## src/rtl/saxil_read_arbiter.sv

```systemverilog
// Round-robin arbiter sharing one AXI-Lite read slave among NUM_REQ requesters.
// One transaction in flight; a watchdog turns a hung slave into an SLVERR response.
module saxil_read_arbiter #(
    parameter int unsigned NUM_REQ = 2,
    parameter int unsigned ADDR_W  = 32,
    parameter int unsigned DATA_W  = 32,
    parameter int unsigned TIMEOUT = 16
) (
    input  logic                      user_saxil_clk,
    input  logic                      user_saxil_rst_n,
    input  logic [NUM_REQ-1:0]        s_arvalid,
    output logic [NUM_REQ-1:0]        s_arready,
    input  logic [NUM_REQ*ADDR_W-1:0] s_araddr,
    output logic [NUM_REQ-1:0]        s_rvalid,
    input  logic [NUM_REQ-1:0]        s_rready,
    output logic [DATA_W-1:0]         s_rdata,
    output logic [1:0]                s_rresp,
    output logic                      m_arvalid,
    input  logic                      m_arready,
    output logic [ADDR_W-1:0]         m_araddr,
    input  logic                      m_rvalid,
    output logic                      m_rready,
    input  logic [DATA_W-1:0]         m_rdata,
    input  logic [1:0]                m_rresp,
    output logic [7:0]                timeout_cnt
);

    localparam int unsigned IW   = $clog2(NUM_REQ);
    localparam int unsigned WD_W = (TIMEOUT < 2) ? 1 : $clog2(TIMEOUT + 1);
    localparam logic [WD_W-1:0] WD_LAST = WD_W'((TIMEOUT == 0) ? 0 : TIMEOUT - 1);
    localparam logic [1:0] RESP_SLVERR = 2'b10;

    typedef enum logic [1:0] {IDLE, ADDR, DATA, RESP} state_e;

    state_e              state_q, state_d;
    logic [IW-1:0]       grant_q, grant_d;
    logic [IW-1:0]       ptr_q, ptr_d;
    logic [ADDR_W-1:0]   addr_q, addr_d;
    logic [DATA_W-1:0]   rdata_q, rdata_d;
    logic [1:0]          rresp_q, rresp_d;
    logic [WD_W-1:0]     wd_q, wd_d;
    logic                drain_q, drain_d;
    logic [7:0]          tocnt_q, tocnt_d;

    logic [ADDR_W-1:0]   req_addr [NUM_REQ];
    logic [IW-1:0]       win_idx;
    logic [IW-1:0]       cand;
    logic                win_any;
    logic                wd_expire;

    for (genvar g = 0; g < NUM_REQ; g++) begin : g_addr
        assign req_addr[g] = s_araddr[g*ADDR_W +: ADDR_W];
    end

    // Search starts one past the last served requester so every requester gets a turn.
    always_comb begin
        win_any = 1'b0;
        win_idx = '0;
        cand    = '0;
        for (int unsigned i = 1; i <= NUM_REQ; i++) begin
            cand = IW'((32'(ptr_q) + i) % NUM_REQ);
            if (!win_any && s_arvalid[cand]) begin
                win_any = 1'b1;
                win_idx = cand;
            end
        end
    end

    assign wd_expire = (TIMEOUT != 0) && (wd_q == WD_LAST);

    always_comb begin
        state_d   = state_q;
        grant_d   = grant_q;
        ptr_d     = ptr_q;
        addr_d    = addr_q;
        rdata_d   = rdata_q;
        rresp_d   = rresp_q;
        wd_d      = wd_q;
        drain_d   = drain_q;
        tocnt_d   = tocnt_q;
        s_arready = '0;
        s_rvalid  = '0;

        // A beat arriving after a DATA timeout belongs to the abandoned read; swallow it.
        if (drain_q && m_rvalid) drain_d = 1'b0;

        case (state_q)
            IDLE: begin
                if (win_any && !drain_q) begin
                    s_arready[win_idx] = 1'b1;
                    grant_d = win_idx;
                    addr_d  = req_addr[win_idx];
                    wd_d    = '0;
                    state_d = ADDR;
                end
            end
            ADDR: begin
                wd_d = wd_q + WD_W'(1);
                if (m_arready) begin
                    state_d = DATA;
                end else if (wd_expire) begin
                    rdata_d = '0;
                    rresp_d = RESP_SLVERR;
                    if (tocnt_q != 8'hFF) tocnt_d = tocnt_q + 8'd1;
                    state_d = RESP;
                end
            end
            DATA: begin
                wd_d = wd_q + WD_W'(1);
                if (m_rvalid) begin
                    rdata_d = m_rdata;
                    rresp_d = m_rresp;
                    state_d = RESP;
                end else if (wd_expire) begin
                    rdata_d = '0;
                    rresp_d = RESP_SLVERR;
                    drain_d = 1'b1;
                    if (tocnt_q != 8'hFF) tocnt_d = tocnt_q + 8'd1;
                    state_d = RESP;
                end
            end
            RESP: begin
                s_rvalid[grant_q] = 1'b1;
                if (s_rready[grant_q]) begin
                    ptr_d   = grant_q;
                    state_d = IDLE;
                end
            end
            default: state_d = IDLE;
        endcase
    end

    always_ff @(posedge user_saxil_clk or negedge user_saxil_rst_n) begin
        if (!user_saxil_rst_n) begin
            state_q <= IDLE;
            grant_q <= '0;
            ptr_q   <= IW'(NUM_REQ - 1);
            addr_q  <= '0;
            rdata_q <= '0;
            rresp_q <= '0;
            wd_q    <= '0;
            drain_q <= 1'b0;
            tocnt_q <= '0;
        end else begin
            state_q <= state_d;
            grant_q <= grant_d;
            ptr_q   <= ptr_d;
            addr_q  <= addr_d;
            rdata_q <= rdata_d;
            rresp_q <= rresp_d;
            wd_q    <= wd_d;
            drain_q <= drain_d;
            tocnt_q <= tocnt_d;
        end
    end

    assign m_arvalid   = (state_q == ADDR);
    assign m_rready    = (state_q == DATA) || drain_q;
    assign m_araddr    = addr_q;
    assign s_rdata     = rdata_q;
    assign s_rresp     = rresp_q;
    assign timeout_cnt = tocnt_q;

endmodule
```

## config.mk

```make
export PLATFORM = sky130hd
export DESIGN_NAME = saxil_read_arbiter
export DESIGN_NICKNAME = d
export VERILOG_FILES = /design/src/rtl/saxil_read_arbiter.sv
export SDC_FILE = /design/constraint.sdc
export NUM_CORES = 1
export LEC_CHECK = 0
export ABC_AREA = 1
export ABC_CLOCK_PERIOD_IN_PS = 2700
export CORE_MARGIN = 2
export CORE_UTILIZATION = 35
export CTS_CLUSTER_DIAMETER = 100
export DETAILED_ROUTE_END_ITERATION = 8
export MAX_ROUTING_LAYER = met4
export PLACE_DENSITY_LB_ADDON = 0.2
export SYNTH_ARGS = -nofsm -noshare
export SYNTH_HDL_FRONTEND = slang
export SYNTH_SLANG_ARGS = --single-unit
```

## constraint.sdc

```tcl
create_clock -name user_saxil_clk -period 2.7 [get_ports user_saxil_clk]
set_input_delay 0.27 -clock user_saxil_clk [delete_from_list [all_inputs] [get_ports user_saxil_clk]]
set_output_delay 0.27 -clock user_saxil_clk [all_outputs]
set_load 0.02 [all_outputs]
```

Word level (Yosys, flattened, before mapping). Cells that the tools add are included.

Register bits: 84. Latch bits: 0. Bits in writable memories: 0. Memory bits (read-only): 0. Bits of input ports: 106. Logic and storage cells: 93. Memories kept: 0.

Add/subtract/negate cells: 4. $mul: 0. Div/mod/pow operators: 0. Order comparisons: 7. Equality and inequality tests: 9. Shift operators: 0. Mux-type cells: 45. Bitwise operators: 1. Reduce and logical (&&, ||, !) cells: 18.

Operator list (count): $mux 32 (6); $pmux 32 s2 (1); $mux 8 (4); $mux 2 (11); $mux 1 (16); $pmux 8 s2 (1); $pmux 5 s2 (1); $reduce_and 2->1 (5); $add 8x1->8 const B (1); $lt 1x2->1 const B (4); $ne 2x2->1 const B (4); $ne 8x8->1 const B (1); $pmux 2 s4 (1); $add 5x1->5 const B (1); $eq 5x4->1 const B (1); $logic_and 1x1->1 (5); $mux 5 (1); $eq 2x2->1 const B (2); $pmux 2 s2 (1); $reduce_bool 2->1 (2); $reduce_and 3->1 (1); $add 1x1->1 const B (2); $demux 1 s1 (2); $eq 2x1->1 const B (1); other kinds (7) (9).

Depth between registers and ports, before layout.
Depth in word-level cells: 13. Mapped depth: 10. Mapped depth without buffers: 10.

Worst setup path after synthesis. OpenSTA, ideal clock, no wires.

Kind: register to output. Start point: reg state_q[0]. End point: out s_arready[0]. Arrival time: 1.369 ns. Data required time: 2.430 ns. Setup slack: 1.061 ns. Cell stages (with the launch flop): 7. Cells stage by stage: dfrtp_1 inv_1 ha_1 nand3_2 buf_4 buf_6 nor2_1.

Word-level cells in the longest chain between the ends: 2.

Ends and longest elaborated chain: start: declaration (line 35) `state_e state_q, state_d;`; start signal: assignment (line 145) `state_q <= state_d;`; $logic_not 2->1 (line 87) `case (state_q)`; $mux 2 (line 87); end: declaration (line 12) `output logic [NUM_REQ-1:0] s_arready,`.

No other way between the ends.

Worst setup path after layout. Same ends and word-level chain as after synthesis.

==> impl_metrics.yaml <==
power:
  power_density_mw_per_mm2: 1040
  power_frac_comb: 0.502
  seqPwrFrac: 0.322
  p_sw_mw: 2.67
  finalPower_mw: 6.64
  irDropWorstVdd_uv: 666
  p_sw_frac: 0.402
  leakagePower_nw: 3.19
  p_int_mw: 3.97
  p_clk_frac: 0.176
route:
  via_per_inst: 4.54
  vias: 3994
  drc_errors: 0
  routedWlPerCell_um: 12.8
  drt_iter0_drc: 220
  wirelength_um: 11200
  dr.pass1.iters: 5
  antenna_left: 0
critical_path:
  r2r_end: "s_rdata[23]"
  startpoint_type: "register"
  setup.worst_path.end: "s_arready[0]"
  crit_start: "state_q[0]"
  reg2reg_from: "wd_q[0]"
  crit_type: "reg2out"
  arrival_ns: 2.14
  cp-end-kind: "primary output"
  critPathMaxFanout: 6
  reg2regPathDepth: 9
  crit_required_ns: 2.43
  reg2reg_slack_ns: 0.77
synthesis:
  syn-num-nets: 668
  synth_cells: 553
  synth_top_flop_cell: "dfrtp_1"
  avgSynthCellArea_um2: 7.58
  yosysWarnings: 0
  synth-edff-count: 0
  synthesis.area_mm2: 0.00419
  ys_types: 26
  synthArstFlopShare: 1.00
  ys_seq_elements: 84
  yosysSeqAreaShare: 0.502
clock_tree:
  clk_pin_slew_worst_paths_ns: 0.06
  clockBufferDepth: 2
  clk_latency_ns: 0.33
  cts_hold_buf: 0
  clock-sinks: 84
  cts_buffers: 9
  cts-root-buf: "clkbuf_16"
  cts_tree: "built"
  cts_setup_buffers: 0
  htree_levels: 3
  cts.repair.resized: 0
die:
  ios: 186
  die_w_um: 113
  start_util: 0.362
  core_region_area_mm2: 0.0116
  num_rows: 39
  die_area_mm2: 0.0129
  die_h_um: 113
sta:
  rsz0062_at_grt: "no"
  slew_headroom: 0.276
  setup_viol: 0
  finalCritPeriodShare: 0.891
  drv_slew: 0
  final-hold-violation-count: 0
  worst_pin_slew_ns: 1.09
  fin_setup_tns_ns: 0
  fin_crit_ns: 2.41
  clock_skew_ns: 0.00663
  fmax_mhz: 416
cells_and_area:
  final_nets: 847
  ff_latch_area_mm2: 0.00210
  multiInputGateArea_mm2: 0.00181
  final_core_util: 0.552
  final_cells: 879
  drive_above_1_share: 0.0530
  n_antenna_cell: 0
  nFillCells: 1083
  syn2layout_area_growth_pct: 52.4
global_route:
  grt_max_degree: 85
  grt_remaining_overflow: 0
  antenna_found_initial: 0
  grt_pass1_vias: 3810
  grt_pass1_wl_um: 18100
  grt_usage: 0.180
placed_design:
  port_buffers: 185
  post-dp-hpwl_um: 8300
  dpl.cell_count: 864
  gp_congestion: 0.872
worst_hold_path:
  worst_hold_path_type: "in2async"
job:
  max-cap-violations: 0
run_status:
  status: "finished, final reports clean"
kinds of logic (layout without fill, tap and decap cells):
group           Yosys count  in the layout  share of synthesized area
xor+xnor                  3              3                    0.00627
flops                    84             84                      0.502
simple gates            393            393                      0.383
compound gates           11             11                     0.0146
buf+inv                  52            235                     0.0651
mux                       1              1                    0.00239
fa+ha+maj                 9              9                     0.0269
stage by stage:
stage | instance area, um^2 | hold slack, ns | worst slack [ns]
6_report | 6390 | 0.0885 | 0.295
4_1_cts | 6390 | 0.186 | 0.254
3_3_place_gp | 6100 | 0.452 | 0.539
5_1_grt | 6390 | 0.227 | 0.181
3_5_place_dp | 6100 | 0.458 | 0.519
2_1_floorplan | 4190 | -0.0256 | 1.06
area by class of cell:
class	instances	area share
Sequential cell	84	0.329
Timing Repair Buffer	190	0.295
Multi-Input combinational cell	417	0.284
Clock buffer	14	0.0445
Tap cell	143	0.0280
Inverter	30	0.0180
Clock inverter	1	0.000784
sequential cells by signal, summed over array words and instances (netlist names):
signal / cells
m_araddr: 32
s_rdata: 32
timeout_cnt: 8
wd_q: 5
s_rresp: 2
state_q: 2
drain_q: 1
grant_q: 1
ptr_q: 1
power by group through the flow:
stage	Clock (mW)	Combinational (mW)	Sequential (mW)
6_report	1.17	3.33	2.14
4_1_cts	1.21	3.37	2.14
5_1_grt	1.26	3.66	2.21
3_3_place_gp	0	3.31	2.12
3_5_place_dp	0	3.37	2.14
2_1_floorplan	0	1.29	2.71
routing by layer:
metal,global-route usage,part of all wire,vias up
li1,-,-,2051
met1,0.241,0.47,1772
met2,0.271,0.43,159
met3,0.0452,0.086,12
met4,0.0577,0.012,0
met5,-,0,-
Yosys cell counts (4+ instances only):
| library cell | n | area (um^2) |
|---|---|---|
| nand2_2 | 5 | 31.3 |
| inv_1 | 24 | 90.1 |
| nand2_1 | 324 | 1220 |
| nand3_1 | 44 | 220 |
| o21ai_0 | 9 | 45.0 |
| dfrtp_1 | 83 | 2080 |
| inv_2 | 5 | 18.8 |
| buf_6 | 6 | 67.6 |
| buf_4 | 4 | 30.0 |
| buf_2 | 12 | 60.1 |
| nor2_1 | 10 | 37.5 |
| ha_1 | 9 | 113 |
critical path: stages (launching register included):
cell             delay [ns]
dfrtp_1                0.42
inv_1                  0.12
ha_1                   0.23
nand3_2                0.17
nor2_1                 0.22
clkdlybuf4s50_1        0.65
placed cells by master, fill, tap and decap left out:
cell and n:
nand2_1 324, inv_4 1, nand3_1 44, nor3b_1 1
a21oi_2 1, nor2_4 2, clkbuf_8 4, o21ai_0 9
a21boi_0 1, dfrtp_1 83, inv_2 5, nand3_2 1
inv_1 24, clkinv_2 1, nor3_1 1, nand3_4 1
buf_4 6, ha_1 9, dfstp_2 1, clkdlybuf4s50_1 184
clkbuf_1 1, xor2_1 2, nor2_1 10, xnor2_1 1
nand2_4 2, clkbuf_16 9, nand2_2 5, mux2i_1 1
nand4_1 2
how the worst min path moves through the flow:
stage / to / cells past startpoint / start
floorplan: drain_q / 0 / user_saxil_rst_n
global placement: s_rdata[18] / 2 / s_rdata[18]
detailed placement: s_rdata[14] / 2 / s_rdata[14]
CTS: s_rdata[0] / 1 / user_saxil_rst_n
global route: timeout_cnt[5] / 1 / user_saxil_rst_n
finish: timeout_cnt[5] / 1 / user_saxil_rst_n
Power figures use the tool's default switching activity.
